**src/rtl/sar_adc_ctrl.sv**
```systemverilog
// Successive-approximation ADC controller: drives trial codes to an external DAC,
// resolves one bit per SETTLE_CYCLES clocks and starts a conversion every PERIOD clocks.
module sar_adc_ctrl #(
    parameter int unsigned WIDTH         = 8,
    parameter int unsigned SETTLE_CYCLES = 4,
    parameter int unsigned PERIOD        = 40
) (
    input  logic             clk,
    input  logic             reset_n,
    input  logic             en,
    input  logic             comp_in,
    output logic [WIDTH-1:0] dac_code,
    output logic [WIDTH-1:0] Dout,
    output logic             Dout_valid,
    output logic             busy
);

    localparam int unsigned IDX_W = (WIDTH > 1) ? $clog2(WIDTH) : 1;
    localparam int unsigned CNT_W = (PERIOD > 1) ? $clog2(PERIOD) : 1;
    localparam int unsigned SET_W = 8;

    // Elaboration-time parameter legality
    if (SETTLE_CYCLES < 3 || SETTLE_CYCLES > 255) begin : g_bad_settle
        $error("sar_adc_ctrl: SETTLE_CYCLES must be in 3..255");
    end
    if (PERIOD < WIDTH * SETTLE_CYCLES + 1) begin : g_bad_period
        $error("sar_adc_ctrl: PERIOD must be >= WIDTH*SETTLE_CYCLES+1");
    end

    typedef enum logic [1:0] {
        IDLE  = 2'd0,
        TRIAL = 2'd1,
        DONE  = 2'd2
    } state_t;

    state_t             state_q, state_d;
    logic [CNT_W-1:0]   per_cnt_q, per_cnt_d;
    logic [SET_W-1:0]   set_cnt_q, set_cnt_d;
    logic [IDX_W-1:0]   idx_q, idx_d;
    logic [WIDTH-1:0]   dac_q, dac_d;
    logic [WIDTH-1:0]   dout_q, dout_d;
    logic               valid_q, valid_d;
    logic               busy_q, busy_d;
    logic               sync1_q, sync2_q;

    logic               start_c;
    logic [WIDTH-1:0]   trial_bit_c;
    logic [WIDTH-1:0]   kept_c;

    assign dac_code   = dac_q;
    assign Dout       = dout_q;
    assign Dout_valid = valid_q;
    assign busy       = busy_q;

    // Comparator resynchronisation into the clk domain
    always_ff @(posedge clk or negedge reset_n) begin
        if (!reset_n) begin
            sync1_q <= 1'b0;
            sync2_q <= 1'b0;
        end else begin
            sync1_q <= comp_in;
            sync2_q <= sync1_q;
        end
    end

    // Free-running start timer, parked at zero while disabled
    always_comb begin
        per_cnt_d = per_cnt_q;
        if (!en) begin
            per_cnt_d = '0;
        end else if (per_cnt_q == CNT_W'(PERIOD - 1)) begin
            per_cnt_d = '0;
        end else begin
            per_cnt_d = per_cnt_q + CNT_W'(1);
        end
    end

    assign start_c     = en && (per_cnt_q == '0);
    assign trial_bit_c = WIDTH'(1) << idx_q;
    assign kept_c      = sync2_q ? dac_q : (dac_q & ~trial_bit_c);

    // Next-state and registered-output logic
    always_comb begin
        state_d   = state_q;
        set_cnt_d = set_cnt_q;
        idx_d     = idx_q;
        dac_d     = dac_q;
        dout_d    = dout_q;
        valid_d   = 1'b0;

        case (state_q)
            IDLE: begin
                if (start_c) begin
                    state_d   = TRIAL;
                    idx_d     = IDX_W'(WIDTH - 1);
                    dac_d     = WIDTH'(1) << (WIDTH - 1);
                    set_cnt_d = '0;
                end
            end
            TRIAL: begin
                if (set_cnt_q == SET_W'(SETTLE_CYCLES - 1)) begin
                    set_cnt_d = '0;
                    if (idx_q == '0) begin
                        state_d = DONE;
                        dac_d   = kept_c;
                        dout_d  = kept_c;
                        valid_d = 1'b1;
                    end else begin
                        idx_d = idx_q - IDX_W'(1);
                        dac_d = kept_c | (WIDTH'(1) << (idx_q - IDX_W'(1)));
                    end
                end else begin
                    set_cnt_d = set_cnt_q + SET_W'(1);
                end
            end
            DONE: begin
                // A start landing on this edge (only when PERIOD is at its minimum) is not dropped
                if (start_c) begin
                    state_d   = TRIAL;
                    idx_d     = IDX_W'(WIDTH - 1);
                    dac_d     = WIDTH'(1) << (WIDTH - 1);
                    set_cnt_d = '0;
                end else begin
                    state_d = IDLE;
                end
            end
            default: begin
                state_d = IDLE;
            end
        endcase

        busy_d = (state_d != IDLE);
    end

    always_ff @(posedge clk or negedge reset_n) begin
        if (!reset_n) begin
            state_q   <= IDLE;
            per_cnt_q <= '0;
            set_cnt_q <= '0;
            idx_q     <= '0;
            dac_q     <= '0;
            dout_q    <= '0;
            valid_q   <= 1'b0;
            busy_q    <= 1'b0;
        end else begin
            state_q   <= state_d;
            per_cnt_q <= per_cnt_d;
            set_cnt_q <= set_cnt_d;
            idx_q     <= idx_d;
            dac_q     <= dac_d;
            dout_q    <= dout_d;
            valid_q   <= valid_d;
            busy_q    <= busy_d;
        end
    end

endmodule

```
**config.mk**
```make
export PLATFORM = sky130hd
export DESIGN_NAME = sar_adc_ctrl
export DESIGN_NICKNAME = d
export VERILOG_FILES = /design/src/rtl/sar_adc_ctrl.sv
export SDC_FILE = /design/constraint.sdc
export NUM_CORES = 1
export LEC_CHECK = 0
export CORE_UTILIZATION = 40
export DETAILED_ROUTE_END_ITERATION = 12
export PLACE_DENSITY_LB_ADDON = 0.2
export SYNTH_ARGS = -nofsm -noshare
export SYNTH_HDL_FRONTEND = slang
export SYNTH_SLANG_ARGS = --single-unit
```
**constraint.sdc**
```tcl
create_clock -name clk -period 1.76 [get_ports clk]
set_input_delay 0.264 -clock clk [delete_from_list [all_inputs] [get_ports clk]]
set_output_delay 0.264 -clock clk [all_outputs]
set_load 0.02 [all_outputs]
```
==> impl_summary.md, run 1 <==
Status
The run finished with clean final reports.

Timing
Headroom to the max-slew limit came out at 0.744. The count of endpoints failing setup in the final report is 0. The minimum clock period after layout is ~1.7 ns. Across the routed clock network, the largest skew measured is 0.00267 ns. The post-route fraction of the period consumed by the critical path is 0.963. The post-route worst setup slack is 0.0659 ns.

For this run, the top clock speed supported by timing is 0.590 GHz. The final number of hold-violating endpoints is 0. Setup repair after global routing could not meet its margin everywhere. Summed over all failing endpoints, the final setup total negative slack is 0 ns. At the pin with the least slew margin, the transition time is 0.383 ns.

The max-slew violation count is 0.

Route
The mean routed wirelength per cell is 15.1 µm. Before antenna repair, the detailed router went through 4 iterations. In this run, the number of DRC markers left after iteration 0 of detailed routing was roughly 150. After detailed routing, the total wire length is 4530 µm. The post-detailed-route via-to-cell ratio is 5.45.

In the routed design, unresolved DRC markers number 0. The routed layout has 1,640 vias. The count of nets left with antenna violations once routing finished came out at 0.

Critical path
The startpoint class of the critical path is a register. The critical path goes through ha_1, nor3b_2, and3_4, buf_12, and4_1, a221o_1. The worst setup path is captured at a register. Among all stages on the critical path, the largest delay is contributed by sky130_fd_sc_hd__dfrtp_1. The slack of the worst reg-to-reg path is 0.07 ns. The highest net fanout along the worst path is 12.

The terminus of the critical flop-to-flop path is dac_code[1]. Data arrives at the worst endpoint at 1.87 ns. At the worst endpoint, the required time is 1.94 ns. In this run the worst setup path terminates at dac_code[1]. The launching point of the worst reg2reg path is set_cnt_q[0]. The beginning of the critical path is set_cnt_q[0].

On the worst path, the slowest cell contributes a delay of 0.39 ns. The type of the worst setup path is reg2reg. The worst-case reg-to-reg path depth is 6.

Placed design
At the end of routability-driven placement, the weighted congestion stood at 0.938. The sum of net half-perimeters after detailed placement is 3280 µm. Prior to clock tree synthesis, the placed netlist has a worst setup slack of 0.0468 ns. The instance area at placement is 0.00245 mm². The number of input and output port buffers inserted is 21.

Power
The switching portion of total power is 0.209. The relative contribution of the clock network to total power is 0.408. The net switching power figure is 0.337 mW. The combinational group share of total power is 0.028. In this run the static leakage power is 1.21 nW. Dividing total power by cell area gives a power density of 628 mW/mm².

The cell internal power dissipation is ~1.3 mW. The maximum ir drop on the vdd rail is 0.414 mV. The share of total power in sequential cells is 0.564.

Yosys
Counting flops and latches in the post-synthesis netlist gives 39. The most used flip-flop cell after synthesis is sky130_fd_sc_hd__dfrtp_1. The cell area after synthesis is 0.00204 mm². The number of warnings reported in the yosys synthesis log is 0.

The area fraction of the dominant cell type after synthesis is 0.479. The fraction of registers with async set/reset is 1.00. The cell taking the most area after synthesis is sky130_fd_sc_hd__dfrtp_1. A synthesized cell averages roughly 11 µm². For this run, the register share of the synthesized area comes to 0.479. The synthesized netlist cell count is 190. Synthesis instantiated 48 different standard cells from the library. The total nets after synthesis is 203. After synthesis, the cell types taking the most area are sky130_fd_sc_hd__dfrtp_1 (48%), sky130_fd_sc_hd__ha_1 (5.5%), sky130_fd_sc_hd__nand3_1 (2.9%). Yosys mapped a number of flops with a built-in enable equal to 0.

Cells and area
The top cell types in the final layout, fill and taps aside, are sky130_fd_sc_hd__dfrtp_1 (39), sky130_fd_sc_hd__clkdlybuf4s50_1 (20), sky130_fd_sc_hd__buf_4 (19). 0 antenna diodes ended up in the layout. The fraction of final layout cells with drive strength greater than 1 is 0.197. The number of nets in the final layout is 246. The library cell used most frequently in the layout, excluding fill and tap cells, is sky130_fd_sc_hd__dfrtp_1. The final standard cell area without fillers is 0.00257 mm². Relative to the synthesized area, the layout overhead comes to 26.2%.

The share of the core filled with cells in the final layout is 0.534. The filler cells instantiated in the layout total 446.

Clock network
The number of levels the H-tree was split into is 2. Counting the buffers created by CTS gives 5. In this run the deepest clock path goes through 2 buffers. Clock latency on the worst-skew pair, taken at its later pin, is 0.29 ns. The master cell of the clock root buffer is sky130_fd_sc_hd__clkbuf_8. The clock sink total is 39. The clock transition at the registers of the reported paths is 0.07 ns. TritonCTS built the clock tree.

Job
The tool flagged a number of max-cap violations equal to 0.

Die
The chip width is 73.4 µm. The core box area is 0.00482 mm². The count of boundary I/O pins is 22. The total die area is 0.00538 mm². In this run the vertical extent of the chip is 73.4 µm. The total number of placement rows is 25. For this configuration, the core starts out at a cell density of 0.423.

GRT
The pin count of the biggest net entering global routing is 19. The number of global-route vias before repair is 1,634. The residual overflow from global routing is 0. The initial antenna violation count was 0. The first-pass GRT wire length is roughly 7800 µm.

Across every metal layer, demand over resource in global routing totals 0.193.

Worst hold path
The class of the worst hold path is reg2reg.
-- synth_stat cells, drive strengths merged, types with 4 or more instances --
cell	count
a21boi	5
a21o	6
a22o	6
and3	5
and4	4
dfrtp	39
ha	9
inv	13
mux2	5
nand2	12
nand2b	4
nand3	12
nand4	4
nor2	8
nor2b	4
o21ai	11
-- registers in the layout (all words and copies together), names as in the netlist --
signal	count
sync1_q	1
idx_q	3
state_q	2
busy	1
dac_code	8
per_cnt_q	6
Dout_valid	1
Dout	8
sync2_q	1
set_cnt_q	8
-- critical path, delay by kind of cell, from the launching register on --
kind | cells | cell delay [ns]
flip-flops | 1 | 0.39
AO/OA/AOI/OAI | 1 | 0.25
buffers and inverters | 1 | 0.14
adder cells (fa/ha/maj) | 1 | 0.23
AND/OR/NAND/NOR | 3 | 0.56
-- power by group through the flow --
stage               clock (mW)  combinational (mW)  sequential (mW)
floorplan                    0              0.0140            0.928
global placement             0              0.0443            0.929
detailed placement           0              0.0450            0.929
CTS                      0.687              0.0471            0.912
global route             0.726              0.0539            0.913
finish                   0.659              0.0451            0.912
-- timing repair --
action / 4_1_cts / 5_1_grt
setup buffers: 0 / 1
hold endpoints to repair: 16 / 0
gates resized for setup: 0 / 2
hold buffers: 1 / 0
endpoints found under the setup margin: 0 / 13
-- worst min path at each step --
stage | slack, ns | endpoint | cells after the start | startpoint
2_1_floorplan | -0.03 | Dout[0] | 0 | reset_n
5_1_grt | 0.36 | sync2_q | 0 | sync1_q
6_report | 0.35 | sync2_q | 0 | sync1_q
3_3_place_gp | 0.20 | per_cnt_q[4] | 1 | reset_n
3_5_place_dp | 0.21 | per_cnt_q[4] | 1 | reset_n
4_1_cts | 0.35 | sync2_q | 0 | sync1_q
-- per-stage QoR --
step                power [mW]  hold slack, ns  instances
global placement         0.973           0.204        291
CTS                       1.65           0.355        300
detailed placement       0.974           0.210        291
finish                    1.62           0.352        301
global route              1.69           0.360        301
floorplan                0.942         -0.0316        190
-- cell families (layout without fill, tap and decap cells) --
group | Yosys count | after routing | share of synthesized area
AND/OR/NAND/NOR | 64 | 64 | 0.196
AO/OA/AOI/OAI | 48 | 48 | 0.174
buffers and inverters | 20 | 64 | 0.0442
XOR/XNOR | 4 | 4 | 0.0172
multiplexers | 6 | 6 | 0.0344
flip-flops | 39 | 39 | 0.479
adder cells (fa/ha/maj) | 9 | 9 | 0.0552
-- layer usage --
| metal | global-route usage | vias to the layer above | share of wire |
|---|---|---|---|
| met4 | 0.103 | 0 | 0.017 |
| met1 | 0.265 | 814 | 0.48 |
| met5 | 0 | - | 0 |
| met3 | 0.0343 | 9 | 0.045 |
| met2 | 0.290 | 46 | 0.46 |
| li1 | - | 771 | - |
-- area by class of cell --
type	count	area, µm²	share of cell area
tap	67	83.8	0.0326
multi-input combinational	131	980	0.381
sequential	39	976	0.380
inverter	14	53.8	0.0209
timing repair buffer	42	378	0.147
clock buffer	8	100	0.0389
(Power assumes the default switching activity.)
==> run 2: changes to the inputs <==
Settings changed: CORE_MARGIN set to 2, PLACE_DENSITY_LB_ADDON 0.2 to unset.
Clock period 1.76 ns to 1.4 ns, I/O delays scaled along.
==> run 2 against run 1 <==
  * The flow now finishes with violations (setup timing)
  * First-iteration DRC count decreased by 58%
  * Sequential power is 25% higher
  * Worst hold slack better by 0.016 ns
  * Die area up 5.5%
  * Final area increased by 16%
  * Non-clock buffer count increased by 39
  * Sequential share of layout area fell by 5.3 points
  * Critical path depth unchanged
  * Register-to-register slack lost 0.31 ns
  * Global-route usage rose by 1.0 points
==> impl_summary.md, run 2 (synthesis results as in run 1) <==
Clock network
The clock transition at the registers of the reported paths is 0.08 ns (about the same). The clock sink total is 39 (unchanged). The root buffer cell chosen for the clock tree is sky130_fd_sc_hd__clkbuf_8. The CTS buffer count is 5 (unchanged). The number of levels the H-tree was split into is 2 (unchanged). The insertion delay of the later-clocked pin in the worst-skew pair is 0.29 ns (about the same). The number of buffers between clock root and the deepest sink is 2 (unchanged).

TritonCTS built the clock tree.

Placed design
The final estimated routing congestion in global placement is 0.841 (-10%). The placement-stage worst setup slack is -0.255 ns (-0.302 ns). The instance area at placement is 0.00274 mm² (+12%).

The number of input and output port buffers inserted is 21 (unchanged). The sum of net half-perimeters after detailed placement came to 3740 µm (+14%). The number of cells after detailed placement is 322 (+11%).

Power
The maximum ir drop on the vdd rail is 0.585 mV (+41%). The share of total power in sequential cells is 0.567 (+0.003). The cell internal power dissipation was 1.57 mW (+23%). The relative contribution of the clock network to total power is 0.383 (-0.025). The net switching power figure came to 0.443 mW (+31%). The combinational group share of total power is 0.050 (+0.022). The total chip power is 2.01 mW (+25%). The power density over the cells is 674 mW/mm² (+7.3%).

The leakage power of the design came to 1.50 nW (+24%). The switching portion of total power was 0.220 (+0.0111).

GRT
The pin count of the biggest net entering global routing is 24 (+5). The initial antenna violation count is 0 (unchanged). The aggregate global-route resource usage came to 0.203 (+0.0105). The number of global-route vias before repair is 1,850 (+13%). The first-pass GRT wire length is 8580 µm (+10%).

The residual overflow from global routing came to 0 (unchanged).

Timing
The minimum clock period after layout came to 1.65 ns (-0.0456 ns). The slew at the pin closest to its max-slew limit is 0.399 ns (+0.0157 ns). The count of endpoints failing setup in the final report is 31 (+31). The post-route worst setup slack is -0.248 ns (-0.314 ns).

Setup repair after global routing could not meet its margin everywhere. The max-slew violation count was 0 (unchanged). The post-route fraction of the period consumed by the critical path is 1.18 (+0.215). The final hold slack was 0.367 ns (+0.0156 ns). The final number of hold-violating endpoints is 0 (unchanged). The total negative slack for setup checks is -4.82 ns (-4.82 ns). The max-slew headroom at the worst pin is 0.734 (-0.0104). The worst-case clock skew is 0.00567 ns (+0.00300 ns). The maximum clock frequency was 0.607 GHz (+2.8%).

Route
The number of DRC violations after detailed-routing iteration 0 came to 62 (-58%). The post-detailed-route via-to-cell ratio is 5.22 (-4.1%). The remaining number of nets flagged by the antenna check after routing is 0 (unchanged). The first-pass iteration count of the detailed router was 4 (unchanged). The remaining design rule violation count came to 0 (unchanged). The mean routed wirelength per cell is 15.4 µm (+2.2%).

The total via count after detailed routing is 1,771 (+8.0%). The total detailed-routing wirelength is 5220 µm (+15%).

Critical path
The highest net fanout along the worst path is 6 (-6). The launching point of the worst reg2reg path is set_cnt_q[1]. The kind of end point of the critical path is a register.

The kind of cell with the highest combined delay along the critical path is simple AND/OR/NAND/NOR gates. The worst path arrival time came to 1.83 ns (-0.04 ns). The type of the worst setup path is reg2reg.

Among all stages on the critical path, the largest delay is contributed by sky130_fd_sc_hd__dfrtp_1. The beginning of the critical path is set_cnt_q[1]. The critical path required time came to 1.58 ns (-0.36 ns). The slack of the worst reg-to-reg path was -0.25 ns (-0.31 ns).

The worst setup path is launched from a register. The buffering stage count on the worst path with inverters included came to 1 (unchanged). Walking the worst path, the cells encountered are ha_2, nor3b_4, and3_4, nand2_4, clkinv_4, mux2_4. The delay of the slowest critical-path stage is 0.36 ns (-0.03 ns).

Cells and area
The number of antenna cells inserted came to 0 (unchanged). The share of the core filled with cells in the final layout came to 0.620 (+0.0862). The area growth from synthesis to layout is 46.5%. In the layout the commonest cells are sky130_fd_sc_hd__buf_4 (51), sky130_fd_sc_hd__dfrtp_1 (39), sky130_fd_sc_hd__dlygate4sd2_1 (18). The fraction of final layout cells with drive strength greater than 1 is 0.379 (+0.182). The final standard cell area without fillers is 0.00299 mm² (+16%). The final cell count without fillers is 339 (+13%). The number of nets in the final layout is 285 (+16%).

The most common library cell in the layout ignoring fill and taps is sky130_fd_sc_hd__buf_4.

Die
The total number of placement rows is 25 (unchanged). The chip width is 75.4 µm (+2.7%). The core box area is 0.00482 mm² (unchanged).

The vertical die dimension is 75.4 µm (+2.7%). The total die area is 0.00568 mm² (+5.5%). The initial cell density of the core was 0.423 (unchanged). The count of boundary I/O pins is 22 (unchanged).

Worst hold path
In this run the worst hold path is classified as in2async.

Status
The checks that failed: setup timing. The flow ran to the end, but the final reports show violations.

Job
The number of violations of the max-capacitance limit is 0 (unchanged).
-- run 2: changes by cell type in the layout (fill, tap and decap cells not counted), sizes merged --
| cell | previous run | this run |
|---|---|---|
| dlygate4sd2 | 0 | 18 |
| clkbuf | 8 | 6 |
| clkdlybuf4s50 | 20 | 2 |
| clkinv | 1 | 2 |
| buf | 21 | 60 |
-- run 2: layout make-up --
| class | count | area, µm² |
|---|---|---|
| clock inverter | 1 | 5.00 |
| inverter | 14 | 57.6 |
| timing repair buffer | 81 | 683 |
| clock buffer | 6 | 82.6 |
| sequential | 39 | 976 |
| fill | 431 | 1830 |
| multi-input combinational | 131 | 1100 |
| tap | 67 | 83.8 |
-- run 2: power by group through the flow --
stage / Sequential (mW) / Combinational (mW) / Clock, mW
floorplan: 1.17 / 0.0180 / 0
global placement: 1.16 / 0.0745 / 0
detailed placement: 1.17 / 0.0776 / 0
CTS: 1.14 / 0.0885 / 0.785
global route: 1.14 / 0.113 / 0.850
finish: 1.14 / 0.100 / 0.771
-- run 2: what timing repair did --
action	CTS	global route
endpoints found under the setup margin	48	32
buffers inserted	6	4
gates resized for setup	29	15
pin swaps	7	7
endpoints found under the hold margin	16	0
hold buffers	1	0
-- run 2: metal layers --
layer,part of all wire,vias to the layer above,GRT usage
li1,-,858,-
met1,0.41,849,0.239
met2,0.54,53,0.361
met3,0.040,11,0.0437
met4,0.017,0,0.0799
met5,0,-,0
-- run 2: worst paths after layout --
check                               endpoint  cells past startpoint
max in group asynchronous       set_cnt_q[2]                      3
worst max register to register       Dout[2]                      6
min in group clk                     sync2_q                      0
worst max-delay path                 Dout[2]                      6
worst min-delay path                 Dout[5]                      2
worst min register to register       sync2_q                      0
-- run 2: worst register-to-register path, stage by stage (launching register included) --
cell and delay [ns]:
sky130_fd_sc_hd__dfrtp_1 0.36, sky130_fd_sc_hd__ha_2 0.19, sky130_fd_sc_hd__nor3b_4 0.24, sky130_fd_sc_hd__and3_4 0.29, sky130_fd_sc_hd__nand2_4 0.09, sky130_fd_sc_hd__clkinv_4 0.08, sky130_fd_sc_hd__mux2_4 0.30
